$ cat config.mk
export PLATFORM = sky130hd
export DESIGN_NAME = spi_cmd_decoder
export DESIGN_NICKNAME = d
export VERILOG_FILES = /design/src/rtl/spi_cmd_pkg.sv /design/src/rtl/spi_cmd_decoder.sv
export SDC_FILE = /design/constraint.sdc
export NUM_CORES = 1
export LEC_CHECK = 0
export ABC_AREA = 1
export BUFFER_PORTS_ARGS = -buffer_cell sky130_fd_sc_hd__buf_2
export CAP_MARGIN = 20
export CELL_PAD_IN_SITES_DETAIL_PLACEMENT = 1
export CELL_PAD_IN_SITES_GLOBAL_PLACEMENT = 2
export CORE_UTILIZATION = 34
export DETAILED_ROUTE_END_ITERATION = 6
export HOLD_SLACK_MARGIN = 0.1
export PLACE_DENSITY_LB_ADDON = 0.3
export RECOVER_POWER = 25
export SYNTH_ARGS = -nofsm -noshare
export SYNTH_HDL_FRONTEND = slang
export SYNTH_SLANG_ARGS = --single-unit
export TNS_END_PERCENT = 100
$ cat constraint.sdc
create_clock -name clk -period 3.95 [get_ports clk]
set_clock_uncertainty 0.2 [all_clocks]
set_input_delay 0 -clock clk [delete_from_list [all_inputs] [get_ports clk]]
set_output_delay 0 -clock clk [all_outputs]
set_load 0.005 [all_outputs]
$ cat src/rtl/spi_cmd_pkg.sv
// Shared opcodes, FSM encoding and frame field positions for the SPI command decoder.
package spi_cmd_pkg;

  localparam logic [7:0] OP_NOP    = 8'h00;
  localparam logic [7:0] OP_INIT   = 8'h01;
  localparam logic [7:0] OP_WR_INV = 8'h02;
  localparam logic [7:0] OP_RD_INV = 8'h03;
  localparam logic [7:0] OP_WR_LED = 8'h04;
  localparam logic [7:0] OP_RD_LED = 8'h05;

  localparam int OPC_LSB     = 0;
  localparam int PAYLOAD_LSB = 8;

  typedef enum logic [2:0] {
    ST_IDLE    = 3'd0,
    ST_EXEC    = 3'd1,
    ST_WAIT_WR = 3'd2,
    ST_ACK     = 3'd3,
    ST_RELEASE = 3'd4
  } state_e;

  function automatic logic [7:0] sat_inc8(input logic [7:0] v);
    return (v == 8'hFF) ? 8'hFF : v + 8'd1;
  endfunction

endpackage

$ cat src/rtl/spi_cmd_decoder.sv
// Decodes 32-bit SPI frames, executes opcodes against the inverted-data and LED
// registers, and returns 24-bit response words through the slave's write path.
module spi_cmd_decoder
  import spi_cmd_pkg::*;
#(
  parameter int          WR_TIMEOUT = 1024,
  parameter logic [15:0] LED_RESET  = 16'h0000
) (
  input  logic        clk,
  input  logic        reset,
  input  logic        rd_data_available,
  input  logic [31:0] rd_data,
  output logic        rd_ack,
  input  logic        wr_buffer_free,
  output logic        wr_en,
  output logic [23:0] wr_data,
  output logic [15:0] leds,
  output logic [15:0] cmd_count,
  output logic [7:0]  err_count,
  output logic        busy
);

  localparam int               TMO_W    = (WR_TIMEOUT > 1) ? $clog2(WR_TIMEOUT) : 1;
  localparam logic [TMO_W-1:0] TMO_LAST = TMO_W'(WR_TIMEOUT - 1);

  state_e           r_state, w_state_nxt;
  logic [23:0]      r_frame, w_frame_nxt;
  logic [15:0]      r_data, w_data_nxt;
  logic [15:0]      r_leds, w_leds_nxt;
  logic [15:0]      r_cmd_count, w_cmd_count_nxt;
  logic [7:0]       r_err_count, w_err_count_nxt;
  logic [23:0]      r_resp, w_resp_nxt;
  logic [TMO_W-1:0] r_tmo, w_tmo_nxt;
  logic             r_wr_en, w_wr_en_nxt;
  logic [23:0]      r_wr_data, w_wr_data_nxt;
  logic             r_rd_ack, w_rd_ack_nxt;
  logic             r_busy;

  logic [7:0]  w_opc;
  logic [15:0] w_payload;
  // The top byte of a frame carries nothing for this stage.
  logic        w_unused_hi;

  assign w_opc       = r_frame[OPC_LSB +: 8];
  assign w_payload   = r_frame[PAYLOAD_LSB +: 16];
  assign w_unused_hi = ^rd_data[31:24];

  // State and datapath registers; every output is registered.
  always_ff @(posedge clk) begin
    if (reset) begin
      r_state     <= ST_IDLE;
      r_frame     <= 24'h000000;
      r_data      <= 16'h0000;
      r_leds      <= LED_RESET;
      r_cmd_count <= 16'h0000;
      r_err_count <= 8'h00;
      r_resp      <= 24'h000000;
      r_tmo       <= '0;
      r_wr_en     <= 1'b0;
      r_wr_data   <= 24'h000000;
      r_rd_ack    <= 1'b0;
      r_busy      <= 1'b0;
    end else begin
      r_state     <= w_state_nxt;
      r_frame     <= w_frame_nxt;
      r_data      <= w_data_nxt;
      r_leds      <= w_leds_nxt;
      r_cmd_count <= w_cmd_count_nxt;
      r_err_count <= w_err_count_nxt;
      r_resp      <= w_resp_nxt;
      r_tmo       <= w_tmo_nxt;
      r_wr_en     <= w_wr_en_nxt;
      r_wr_data   <= w_wr_data_nxt;
      r_rd_ack    <= w_rd_ack_nxt;
      r_busy      <= (w_state_nxt != ST_IDLE);
    end
  end

  // Next-state and datapath update; pulses default low, everything else holds.
  always_comb begin
    w_state_nxt     = r_state;
    w_frame_nxt     = r_frame;
    w_data_nxt      = r_data;
    w_leds_nxt      = r_leds;
    w_cmd_count_nxt = r_cmd_count;
    w_err_count_nxt = r_err_count;
    w_resp_nxt      = r_resp;
    w_tmo_nxt       = r_tmo;
    w_wr_en_nxt     = 1'b0;
    w_wr_data_nxt   = r_wr_data;
    w_rd_ack_nxt    = 1'b0;

    case (r_state)
      ST_IDLE: begin
        if (rd_data_available) begin
          w_frame_nxt = rd_data[23:0];
          w_state_nxt = ST_EXEC;
        end else begin
          w_state_nxt = ST_IDLE;
        end
      end
      ST_EXEC: begin
        w_tmo_nxt       = '0;
        w_cmd_count_nxt = r_cmd_count + 16'd1;
        w_state_nxt     = ST_ACK;
        case (w_opc)
          OP_NOP:    w_data_nxt = r_data;
          OP_INIT:   w_data_nxt = 16'h0000;
          OP_WR_INV: w_data_nxt = ~w_payload;
          OP_RD_INV: begin
            w_resp_nxt  = {OP_RD_INV, r_data};
            w_state_nxt = ST_WAIT_WR;
          end
          OP_WR_LED: w_leds_nxt = w_payload;
          OP_RD_LED: begin
            w_resp_nxt  = {OP_RD_LED, r_leds};
            w_state_nxt = ST_WAIT_WR;
          end
          default: begin
            w_cmd_count_nxt = r_cmd_count;
            w_err_count_nxt = sat_inc8(r_err_count);
          end
        endcase
      end
      ST_WAIT_WR: begin
        if (wr_buffer_free) begin
          w_wr_en_nxt   = 1'b1;
          w_wr_data_nxt = r_resp;
          w_state_nxt   = ST_ACK;
        end else if (r_tmo == TMO_LAST) begin
          w_err_count_nxt = sat_inc8(r_err_count);
          w_state_nxt     = ST_ACK;
        end else begin
          w_tmo_nxt = r_tmo + 1'b1;
        end
      end
      ST_ACK: begin
        w_rd_ack_nxt = 1'b1;
        w_state_nxt  = ST_RELEASE;
      end
      ST_RELEASE: begin
        // Hold until the slave retires the frame so it is never decoded twice.
        if (!rd_data_available) begin
          w_state_nxt = ST_IDLE;
        end else begin
          w_state_nxt = ST_RELEASE;
        end
      end
      default: w_state_nxt = ST_IDLE;
    endcase
  end

  assign rd_ack    = r_rd_ack;
  assign wr_en     = r_wr_en;
  assign wr_data   = r_wr_data;
  assign leds      = r_leds;
  assign cmd_count = r_cmd_count;
  assign err_count = r_err_count;
  assign busy      = r_busy;

endmodule
==> flow_summary_export.csv, run 1 <==
group,metric,value,unit
grt,grt_pass1_vias,5432,
yosys,synth_area,5930,um2
critical_path,endpoint,"cmd_count[1]$_SDFFE_PP0P_",
timing,slew_viol_final,0,
floorplan,rows,47,
finish,layout-drive-gt1-share,17.0,%
critical_path,required,4060,ps
critical_path,reg2reg_depth,10,
timing,setup_ws,1200,ps
power_and_ir_drop,p_per_area,476,nW/um2
power_and_ir_drop,power.share.sequential,42.3,%
floorplan,chipWidth,134,um
critical_path,critical_path.max_stage_delay,530,ps
power_and_ir_drop,switchingPower,963,uW
yosys,ys_warn_count,0,
yosys,yosys-top-cells-area,"dfxtp_1, a21oi_1, nand2_1, nor2_1, nand3_1",
critical_path,worstReg2RegEnd,"cmd_count[1]$_SDFFE_PP0P_",
critical_path,startpoint,"r_frame[6]$_SDFFE_PP0P_",
timing,finalSetupTns,0,ps
power_and_ir_drop,power,3470,uW
finish,final_core_util,43.4,%
yosys,yosysSeqAreaShare,45.2,%
detailed_routing,via_count,5414,
finish,area_growth,22.9,%
run,maxCapViolations,0,
critical_path,start_kind,"flop",
floorplan,start_util,35.3,%
detailed_routing,drt_iter0_drc,218,
yosys,synth_top_cell_by_area,"dfxtp_1",
floorplan,core,16800,um2
cts,clock-sinks,134,
finish,fillers,2130,
critical_path,crit_type,"reg -> reg",
critical_path,cp-end-kind,"flop",
grt,antenna_found_initial,0,
finish,antenna_cells,0,
grt,grt_pass1_wl,26600,um
floorplan,die_h,134,um
cts,clk_pin_slew,60,ps
cts,clock_path_buffers,2,
cts,cts_resized,0,
cts,htreeDepth,4,
detailed_routing,remaining_drc_errors,0,
grt,grtUsageTotal,18.7,%
cts,cts_tree,"built",
yosys,syn_inst,802,
cts,cts_setup_buffers,0,
power_and_ir_drop,combinationalPowerShare,13.2,%
hold_path,hp-class,"in -> reg",
power_and_ir_drop,switching_share,27.7,%
yosys,synth_seq_cells,134,
critical_path,crit_arrival,2860,ps
yosys,yosys.cell_types.count,33,
place,dp_hpwl,11300,um
outcome,status,"finished clean",
floorplan,io_pins,103,
grt,grt_remaining_overflow,0,
detailed_routing,totalWireLength,16000,um
yosys,yosys.area.top_type_share,45.2,%
finish,layout.nets,941,
place,globalplace.congestion,0.781,
power_and_ir_drop,p_leak,0.00289,uW
finish,final_area,7290,um2
place,dp_slack,1140,ps
grt,grt_max_degree,76,
timing,rsz0062_at_grt,"false",
floorplan,dieArea,18000,um2
detailed_routing,firstDrtPassIters,4,
cts,cts_buffers,17,
timing,fmax,364,MHz
critical_path,critPathMaxFanout,39,
power_and_ir_drop,internal_power,2510,uW
detailed_routing,vias_per_cell,4.77,
critical_path,cp_cell_sequence,"nor2_2 > nand2_1 > inv_2 > nand2_4 > nand2_2 > nand2_2 > nand2_1 > inv_1 > nor2_1 > nor2_1",
timing,min_period,2750,ps
detailed_routing,avgRoutedWirePerCell,14.1,um
critical_path,r2r_setup_slack,1200,ps
critical_path,r2r-start,"r_frame[6]$_SDFFE_PP0P_",
timing,setup_viol,0,
critical_path,slowest_stage,"nand2_1",
power_and_ir_drop,ir_drop,0.000299,V
yosys,synth.avg_cell_area,7.40,um2
detailed_routing,ant_nets,0,
timing,max_slew_margin,39.4,%
cts,clock_latency,420,ps
place,dpl_cell_area,6440,um2
place,io_buffers,89,
timing,tightest_slew,909,ps
power_and_ir_drop,clkPwrFrac,44.4,%
timing,hold_viol,0,
cts,root_buffer,"clkbuf_16",
timing,fin_crit_sh,69.5,%
==> state kept, by name (all words and copies together), names as in the netlist <==
| register | flops |
|---|---|
| r_frame | 24 |
| r_state | 3 |
| busy | 1 |
| leds | 16 |
| wr_en | 1 |
| rd_ack | 1 |
| r_tmo | 10 |
| r_resp | 19 |
| r_data | 16 |
| cmd_count | 16 |
| wr_data | 19 |
| err_count | 8 |
==> synth_stat cells, drive strengths merged <==
cell    number
conb         1
nand2      161
clkbuf      21
xnor2        5
o211a        1
nand4       12
buf         25
inv         64
xor2         7
a21oi      132
dfxtp      134
ha           3
or2          1
nor3        18
nand3       51
o21ai       53
nand3b       3
nor4         1
nor2       109
==> per-stage QoR <==
| stage | hold slack (ps) | instances |
|---|---|---|
| after floorplan | -65.1 | 806 |
| after global placement | 24.8 | 1073 |
| after detailed placement | 38.2 | 1073 |
| after CTS | 166 | 1135 |
| after global routing | 215 | 1135 |
| final | 179 | 1135 |
==> final cells by class <==
| type | instances | area (um2) | area share, % |
|---|---|---|---|
| Multi-Input combinational cell | 562 | 2770 | 38.0 |
| Tap cell | 220 | 275 | 3.77 |
| Clock inverter | 11 | 126 | 1.73 |
| Sequential cell | 134 | 2680 | 36.8 |
| Timing Repair Buffer | 123 | 749 | 10.3 |
| Inverter | 64 | 240 | 3.29 |
| Clock buffer | 21 | 450 | 6.18 |
==> how the worst min path moves through the flow <==
stage / cells past startpoint / from / slack (ps) / end
floorplan: 2 / rd_data[4] / -70 / r_frame[4]$_SDFFE_PP0P_
global placement: 3 / rd_data[7] / 20 / r_frame[7]$_SDFFE_PP0P_
detailed placement: 3 / rd_data[4] / 40 / r_frame[4]$_SDFFE_PP0P_
CTS: 4 / rd_data[10] / 170 / r_frame[10]$_SDFFE_PP0P_
global route: 4 / rd_data[3] / 220 / r_frame[3]$_SDFFE_PP0P_
finish: 4 / rd_data[10] / 180 / r_frame[10]$_SDFFE_PP0P_
==> routing by layer <==
layer,GRT usage (%),up-vias,wire [um]
li1,-,2815,-
met1,25.2,2505,8000
met2,29.6,81,7350
met3,3.48,13,407
met4,6.87,0,200
met5,0,-,0
==> what timing repair did <==
item | in CTS | in global routing
endpoints found under the hold margin | 33 | 0
endpoints found under the setup margin | 0 | 0
hold buffers | 30 | 0
==> cell families after synthesis <==
logic type | synth area share [%]
XOR/XNOR | 1.77
AND/OR/NAND/NOR | 27.3
AO/OA/AOI/OAI | 16.7
other | 0.0632
flip-flops | 45.2
adder cells (fa/ha/maj) | 0.633
buffers and inverters | 8.41
==> power by group through the flow <==
stage	Sequential [uW]	Combinational, uW	Clock [uW]
global route	1480	520	1640
global placement	1490	416	0
detailed placement	1500	434	0
CTS	1470	464	1580
floorplan	1490	337	0
finish	1470	460	1540
==> layout by cell type, fill, tap and decap left out, types with 2 or more instances in the layout <==
cell | netlist | layout
buf_4 | 6 | 4
nand2_2 | 6 | 6
inv_2 | 8 | 8
buf_2 | 9 | 68
nor3_1 | 8 | 8
dlygate4sd3_1 | 0 | 30
conb_1 | 1 | 5
clkbuf_1 | 21 | 23
nor2_1 | 96 | 96
clkinv_4 | 0 | 2
nor2_2 | 12 | 12
xnor2_1 | 5 | 5
xor2_1 | 7 | 7
ha_1 | 3 | 3
inv_1 | 56 | 56
nand3_2 | 2 | 2
clkinv_2 | 0 | 2
dfxtp_1 | 134 | 134
nand3_1 | 49 | 49
o21ai_1 | 12 | 12
nor3_2 | 10 | 10
nand4_1 | 12 | 12
nand3b_1 | 2 | 2
clkbuf_16 | 0 | 17
nand2_4 | 2 | 2
o21ai_0 | 41 | 41
nand2_1 | 153 | 153
a21oi_1 | 120 | 120
bufinv_16 | 0 | 2
clkinvlp_4 | 0 | 4
a21oi_2 | 11 | 11
==> worst max-delay path: cells and delay by family, from the launching register on <==
family / cells / cell delay [ps]
buffers and inverters: 2 / 420
and+or+nand+nor: 8 / 1710
DFF: 1 / 310
Power figures use the tool's default switching activity.
==> run 2: changes to the inputs <==
--- a/config.mk
+++ b/config.mk
@@ -10,7 +10,7 @@
 export CAP_MARGIN = 20
 export CELL_PAD_IN_SITES_DETAIL_PLACEMENT = 1
 export CELL_PAD_IN_SITES_GLOBAL_PLACEMENT = 2
-export CORE_UTILIZATION = 34
+export CORE_UTILIZATION = 31
 export DETAILED_ROUTE_END_ITERATION = 6
 export HOLD_SLACK_MARGIN = 0.1
 export PLACE_DENSITY_LB_ADDON = 0.3
==> constraint.sdc (replaced) <==
create_clock -name clk -period 2.67 [get_ports clk]
set_clock_uncertainty 0.2 [all_clocks]
set_input_delay 0 -clock clk [delete_from_list [all_inputs] [get_ports clk]]
set_output_delay 0 -clock clk [all_outputs]
set_load 0.005 [all_outputs]
==> run 2 against run 1 <==
Count of clock-buffer cells in the layout did not move; routed wire length is 1.5% lower; fmax up 19%; worst hold slack got worse by 0.75 ps; combinational power increased by 50%; global-route usage fell by 1.9 points; largest cell class unchanged.
==> flow_summary_export.csv, run 2 (synthesis results as in run 1) <==
group,metric,value,unit
detailed_routing,avgRoutedWirePerCell,13.6,um
floorplan,io_pins,103,
place,dpl_cell_area,6490,um2
timing,rsz0062_at_grt,"false",
finish,final_common_cell,"nand2_1",
detailed_routing,remaining_drc_errors,0,
detailed_routing,ant_nets,0,
hold_path,hold_path_end,"r_frame[11]$_SDFFE_PP0P_",
finish,antenna_cells,0,
timing,max_slew_margin,39.1,%
grt,grt_pass1_vias,5173,
grt,antenna_found_initial,0,
floorplan,core,18700,um2
critical_path,critPathMaxFanout,44,
cts,clk_pin_slew,60,ps
cts,clock_path_buffers,2,
outcome,status,"finished clean",
timing,fin_crit_sh,86.4,%
detailed_routing,totalWireLength,15700,um
cts,cts_buffers,17,
timing,tightest_slew,914,ps
timing,slew_viol_final,0,
critical_path,startpoint,"r_state[0]$_SDFF_PP0_",
cts,cts_tree,"built",
critical_path,start_kind,"flop",
critical_path,r2r_setup_slack,360,ps
power_and_ir_drop,ir_drop,0.000429,V
critical_path,crit_type,"reg -> reg",
floorplan,die_h,140,um
critical_path,r2r-start,"r_state[0]$_SDFF_PP0_",
critical_path,crit_arrival,2410,ps
detailed_routing,vias_per_cell,4.67,
cts,root_buffer,"clkbuf_16",
finish,largest_reg_flops,24,
critical_path,reg2reg_depth,7,
grt,grt_remaining_overflow,0,
hold_path,min_from,"rd_data[11]",
place,io_buffers,89,
place,dp_hpwl,11000,um
finish,area_growth,23.6,%
timing,fmax,434,MHz
critical_path,worstReg2RegEnd,"r_frame[5]$_SDFFE_PP0P_",
detailed_routing,via_count,5384,
detailed_routing,firstDrtPassIters,4,
finish,layout-drive-gt1-share,17.8,%
finish,final_area,7340,um2
grt,grt_pass1_wl,26400,um
floorplan,rows,50,
grt,grtUsageTotal,16.8,%
finish,final_core_util,39.2,%
hold_path,hp-class,"in -> reg",
cts,cts_resized,0,
timing,min_period,2310,ps
power_and_ir_drop,power,5070,uW
floorplan,start_util,31.7,%
cts,clock_latency,420,ps
finish,layout.nets,946,
grt,grt_max_degree,76,
timing,setup_ws,363,ps
critical_path,required,2770,ps
detailed_routing,drt_iter0_drc,186,
cts,htreeDepth,4,
power_and_ir_drop,p_per_area,691,nW/um2
timing,setup_viol,0,
floorplan,chipWidth,140,um
timing,finalSetupTns,0,ps
hold_path,min_path_cells,4,
floorplan,dieArea,19700,um2
critical_path,cp-end-kind,"flop",
cts,clock-sinks,134,
place,dp_slack,422,ps
run,maxCapViolations,0,
finish,final_cell_mix,"nand2_1, dfxtp_1, a21oi_1",
finish,top_register,"r_frame",
power_and_ir_drop,p_leak,0.00291,uW
place,globalplace.congestion,0.719,
timing,hold_viol,0,
run 2: cell count changes in the layout (fill, tap and decap cells not counted):
cell,previous run,this run
buf_4,4,8
clkbuf_1,23,20
inv_6,1,4
buf_2,68,70
bufinv_16,2,0
clkbuf_8,1,3
clkinv_2,2,0
buf_1,1,0
clkinvlp_4,4,5
dlygate4sd3_1,30,31
run 2: how the worst max path moves through the flow:
stage	slack, ps	endpoint	depth (start not counted)
after floorplan	930	r_tmo[0]$_SDFFE_PP0P_	8
after global placement	420	r_resp[3]$_SDFFE_PP0P_	10
after detailed placement	420	r_resp[3]$_SDFFE_PP0P_	10
after CTS	360	r_resp[3]$_SDFFE_PP0P_	10
after global routing	160	cmd_count[0]$_SDFFE_PP0P_	10
final	360	r_frame[5]$_SDFFE_PP0P_	7
run 2: through the flow:
| step | hold slack, ps | cells |
|---|---|---|
| CTS | 166 | 1154 |
| global placement | 28.4 | 1091 |
| floorplan | -65.1 | 806 |
| finish | 178 | 1154 |
| global route | 182 | 1154 |
| detailed placement | 30.9 | 1091 |
run 2: power breakdown:
part	switching (uW)	internal, uW	total [uW]
combinational	468	222	690
sequential	68.2	2100	2170
clock	928	1280	2200
run 2: area by class of cell:
class                           count  area (um2)
Multi-Input combinational cell    562        2770
Timing Repair Buffer              128         792
Inverter                           64         240
Sequential cell                   134        2680
Fill cell                        2394       11400
Clock inverter                     11        90.1
Clock buffer                       21         470
Tap cell                          234         293
run 2: worst max-delay path: stages, from the launching register on:
cell	delay, ps
dfxtp_1	360
nor2_1	130
nand2_1	70
nor2_1	280
inv_2	330
nor2_1	210
nor2_1	60
dlygate4sd3_1	540
run 2: layer usage:
metal / routed length, um / track usage (%) / up-vias
met3: 386 / 3.15 / 14
met4: 184 / 5.38 / 0
met2: 6600 / 25.3 / 82
li1: - / - / 2838
met1: 8550 / 24.0 / 2450
met5: 0 / 0 / -
run 2: repair_timing:
action | in CTS | in global routing
hold buffers | 31 | 0
hold endpoints to repair | 59 | 0
setup buffers | 0 | 0
==> run 3: changes to the inputs <==
--- a/config.mk
+++ b/config.mk
@@ -5,12 +5,11 @@
 export SDC_FILE = /design/constraint.sdc
 export NUM_CORES = 1
 export LEC_CHECK = 0
-export ABC_AREA = 1
 export BUFFER_PORTS_ARGS = -buffer_cell sky130_fd_sc_hd__buf_2
 export CAP_MARGIN = 20
 export CELL_PAD_IN_SITES_DETAIL_PLACEMENT = 1
 export CELL_PAD_IN_SITES_GLOBAL_PLACEMENT = 2
-export CORE_UTILIZATION = 31
+export CORE_UTILIZATION = 32
 export DETAILED_ROUTE_END_ITERATION = 6
 export HOLD_SLACK_MARGIN = 0.1
 export PLACE_DENSITY_LB_ADDON = 0.3
==> run 3 against run 2 <==
Critical path depth down 2; worst hold slack better by 71 ps; synthesized area down 10%; critical path type unchanged; highest routed layer unchanged.
==> flow_summary_export.csv, run 3 <==
group,metric,value,unit
cts,cts_buffers,17,
place,dpl.cell_count,907,
yosys,async_flop_share,0,%
grt,grt_pass1_wl,23300,um
floorplan,chipWidth,131,um
yosys,synth.most_common_cell,"nand2_1",
floorplan,die_h,131,um
timing,holdWs,249,ps
cts,cts_setup_buffers,0,
finish,final_core_util,43.3,%
finish,largest_reg_flops,24,
yosys,synth.avg_cell_area,8.42,um2
finish,layout.nets,801,
finish,final_cell_mix,"nand2_1, dfxtp_1, a21oi_1",
timing,tightest_slew,961,ps
yosys,ys_warn_count,0,
timing,fmax,424,MHz
critical_path,r2r_setup_slack,310,ps
critical_path,crit_type,"reg -> reg",
critical_path,cp-end-kind,"flop",
yosys,synth-edff-count,0,
finish,final_common_cell,"nand2_1",
yosys,yosys.area.top_type_share,50.5,%
hold_path,hp-class,"in -> reg",
power_and_ir_drop,p_leak,0.00256,uW
timing,fin_crit_sh,88.4,%
detailed_routing,drt_iter0_drc,217,
detailed_routing,met2WireLength,6610,um
grt,grt_pass1_vias,4724,
grt,grt_remaining_overflow,0,
cts,clock-sinks,134,
cts,clock_path_buffers,2,
timing,finalSetupTns,0,ps
critical_path,reg2reg_depth,5,
yosys,yosysSeqAreaShare,50.5,%
finish,finalNonFillerCells,989,
cts,root_buffer,"clkbuf_16",
detailed_routing,wl_met3,584,um
critical_path,critical_path.max_stage_delay,510,ps
place,globalplace.congestion,0.780,
finish,fillers,1943,
critical_path,slowest_stage,"or3b_1",
detailed_routing,via_count,4786,
critical_path,start_kind,"flop",
detailed_routing,firstDrtPassIters,4,
timing,setup_viol,0,
detailed_routing,vias_per_cell,4.84,
detailed_routing,remaining_drc_errors,0,
timing,hold_viol,0,
detailed_routing,ant_nets,0,
hold_path,min_path_cells,4,
detailed_routing,maxUsedRoutingLayer,"met4",
yosys,ys.flop_type,"dfxtp_1",
power_and_ir_drop,p_per_area,686,nW/um2
finish,layout-drive-gt1-share,12.4,%
yosys,synth_seq_cells,134,
hold_path,hold_path_end,"busy$_SDFF_PP0_",
cts,cts_tree,"built",
floorplan,io_pins,103,
yosys,yosys-top-cells-area,"dfxtp_1, nand2_1, a21oi_1, nor2_1, mux2i_1",
critical_path,crit_arrival,2460,ps
detailed_routing,totalWireLength,14400,um
yosys,synth_top_cell_by_area,"dfxtp_1",
power_and_ir_drop,power,4770,uW
critical_path,worstReg2RegEnd,"err_count[6]$_SDFFE_PP0P_",
grt,grt_max_degree,92,
floorplan,start_util,33.1,%
grt,grtUsageTotal,17.7,%
hold_path,min_from,"rd_data_available",
detailed_routing,avgRoutedWirePerCell,14.6,um
grt,antenna_found_initial,0,
cts,htreeDepth,4,
critical_path,r2r-start,"r_state[2]$_SDFF_PP0_",
floorplan,rows,46,
timing,min_period,2360,ps
critical_path,critPathMaxFanout,9,
timing,rsz0062_at_grt,"false",
place,dp_hpwl,9590,um
timing,max_slew_margin,35.9,%
finish,area_growth,30.8,%
critical_path,required,2770,ps
finish,seq_area,2680,um2
yosys,yosys.cell_types.count,49,
yosys,netlist_top_cells_count,"nand2_1, dfxtp_1, a21oi_1",
finish,top_register,"r_frame",
place,io_buffers,89,
floorplan,core,16100,um2
timing,slew_viol_final,0,
floorplan,dieArea,17100,um2
run,maxCapViolations,0,
yosys,synth_area,5310,um2
finish,antenna_cells,0,
outcome,status,"finished clean",
cts,clock_latency,420,ps
yosys,syn_inst,631,
critical_path,cp_cell_sequence,"or3b_1 > a31oi_1 > a41oi_1 > o311a_1 > a41o_1",
power_and_ir_drop,ir_drop,0.000481,V
detailed_routing,met1Wirelength,7080,um
cts,clk_pin_slew,50,ps
finish,multiInputGateArea,2420,um2
-- run 3: changes by cell type after synthesis, moves of 10 or more --
| cell | previous run | this run |
|---|---|---|
| o21ai_0 | 41 | 18 |
| a21oi_2 | 11 | 0 |
| nor2_1 | 96 | 54 |
| mux2i_1 | 0 | 17 |
| nor2_2 | 12 | 0 |
| clkbuf_1 | 21 | 31 |
| inv_1 | 56 | 6 |
| a211oi_1 | 0 | 20 |
| a21oi_1 | 120 | 73 |
| nand3_1 | 49 | 10 |
-- run 3: how the worst max path moves through the flow --
stage	slack, ps	from	end
detailed placement	330	r_state[2]$_SDFF_PP0_	err_count[6]$_SDFFE_PP0P_
finish	310	r_state[2]$_SDFF_PP0_	err_count[6]$_SDFFE_PP0P_
global placement	410	r_state[2]$_SDFF_PP0_	err_count[6]$_SDFFE_PP0P_
CTS	310	r_frame[3]$_SDFFE_PP0P_	leds[2]$_SDFFE_PP0P_
global route	150	r_frame[3]$_SDFFE_PP0P_	err_count[0]$_SDFFE_PP0P_
floorplan	600	r_state[2]$_SDFF_PP0_	err_count[6]$_SDFFE_PP0P_
-- run 3: final cells by class --
class	instances	share of cell area (%)
Timing Repair Buffer	152	14.5
Sequential cell	134	38.6
Tap cell	216	3.89
Inverter	6	0.324
Clock buffer	26	7.18
Multi-Input combinational cell	451	34.9
Clock inverter	4	0.648
-- run 3: where the power goes --
group	leakage [uW]	internal (uW)	switching, uW	total [uW]
sequential	0.00108	2070	58.7	2130
clock	0.000270	1360	809	2170
combinational	0.00120	200	271	471
total	0.00256	3630	1140	4770
-- run 3: cell families after synthesis --
| logic type | synth area share, % |
|---|---|
| AO/OA/AOI/OAI | 16.1 |
| XOR/XNOR | 2.97 |
| adder cells (fa/ha/maj) | 0.706 |
| buffers and inverters | 4.17 |
| flip-flops | 50.5 |
| multiplexers | 3.20 |
| other | 0.0706 |
| AND/OR/NAND/NOR | 22.3 |
-- run 3: repair_timing --
item | 4_1_cts | 5_1_grt
gates resized for setup | 0 | 0
hold buffers | 52 | 0
endpoints found under the hold margin | 68 | 0
setup endpoints to repair | 0 | 0
-- run 3: per-stage QoR --
stage,setup WS [ps],instance area (um2)
finish,309,6950
detailed placement,328,5930
global placement,405,5930
global route,155,6950
CTS,309,7000
floorplan,597,5330
-- run 3: critical path, delay by kind of cell (launching register included) --
family             cells  cell delay [ps]
AOI/OAI and AO/OA      4             1140
DFF                    1              390
and+or+nand+nor        1              510
-- run 3: routing by layer --
layer	vias to the layer above	GRT usage [%]
met5	-	0
met4	0	6.36
met1	2261	22.6
met2	84	28.7
li1	2424	-
met3	17	4.56
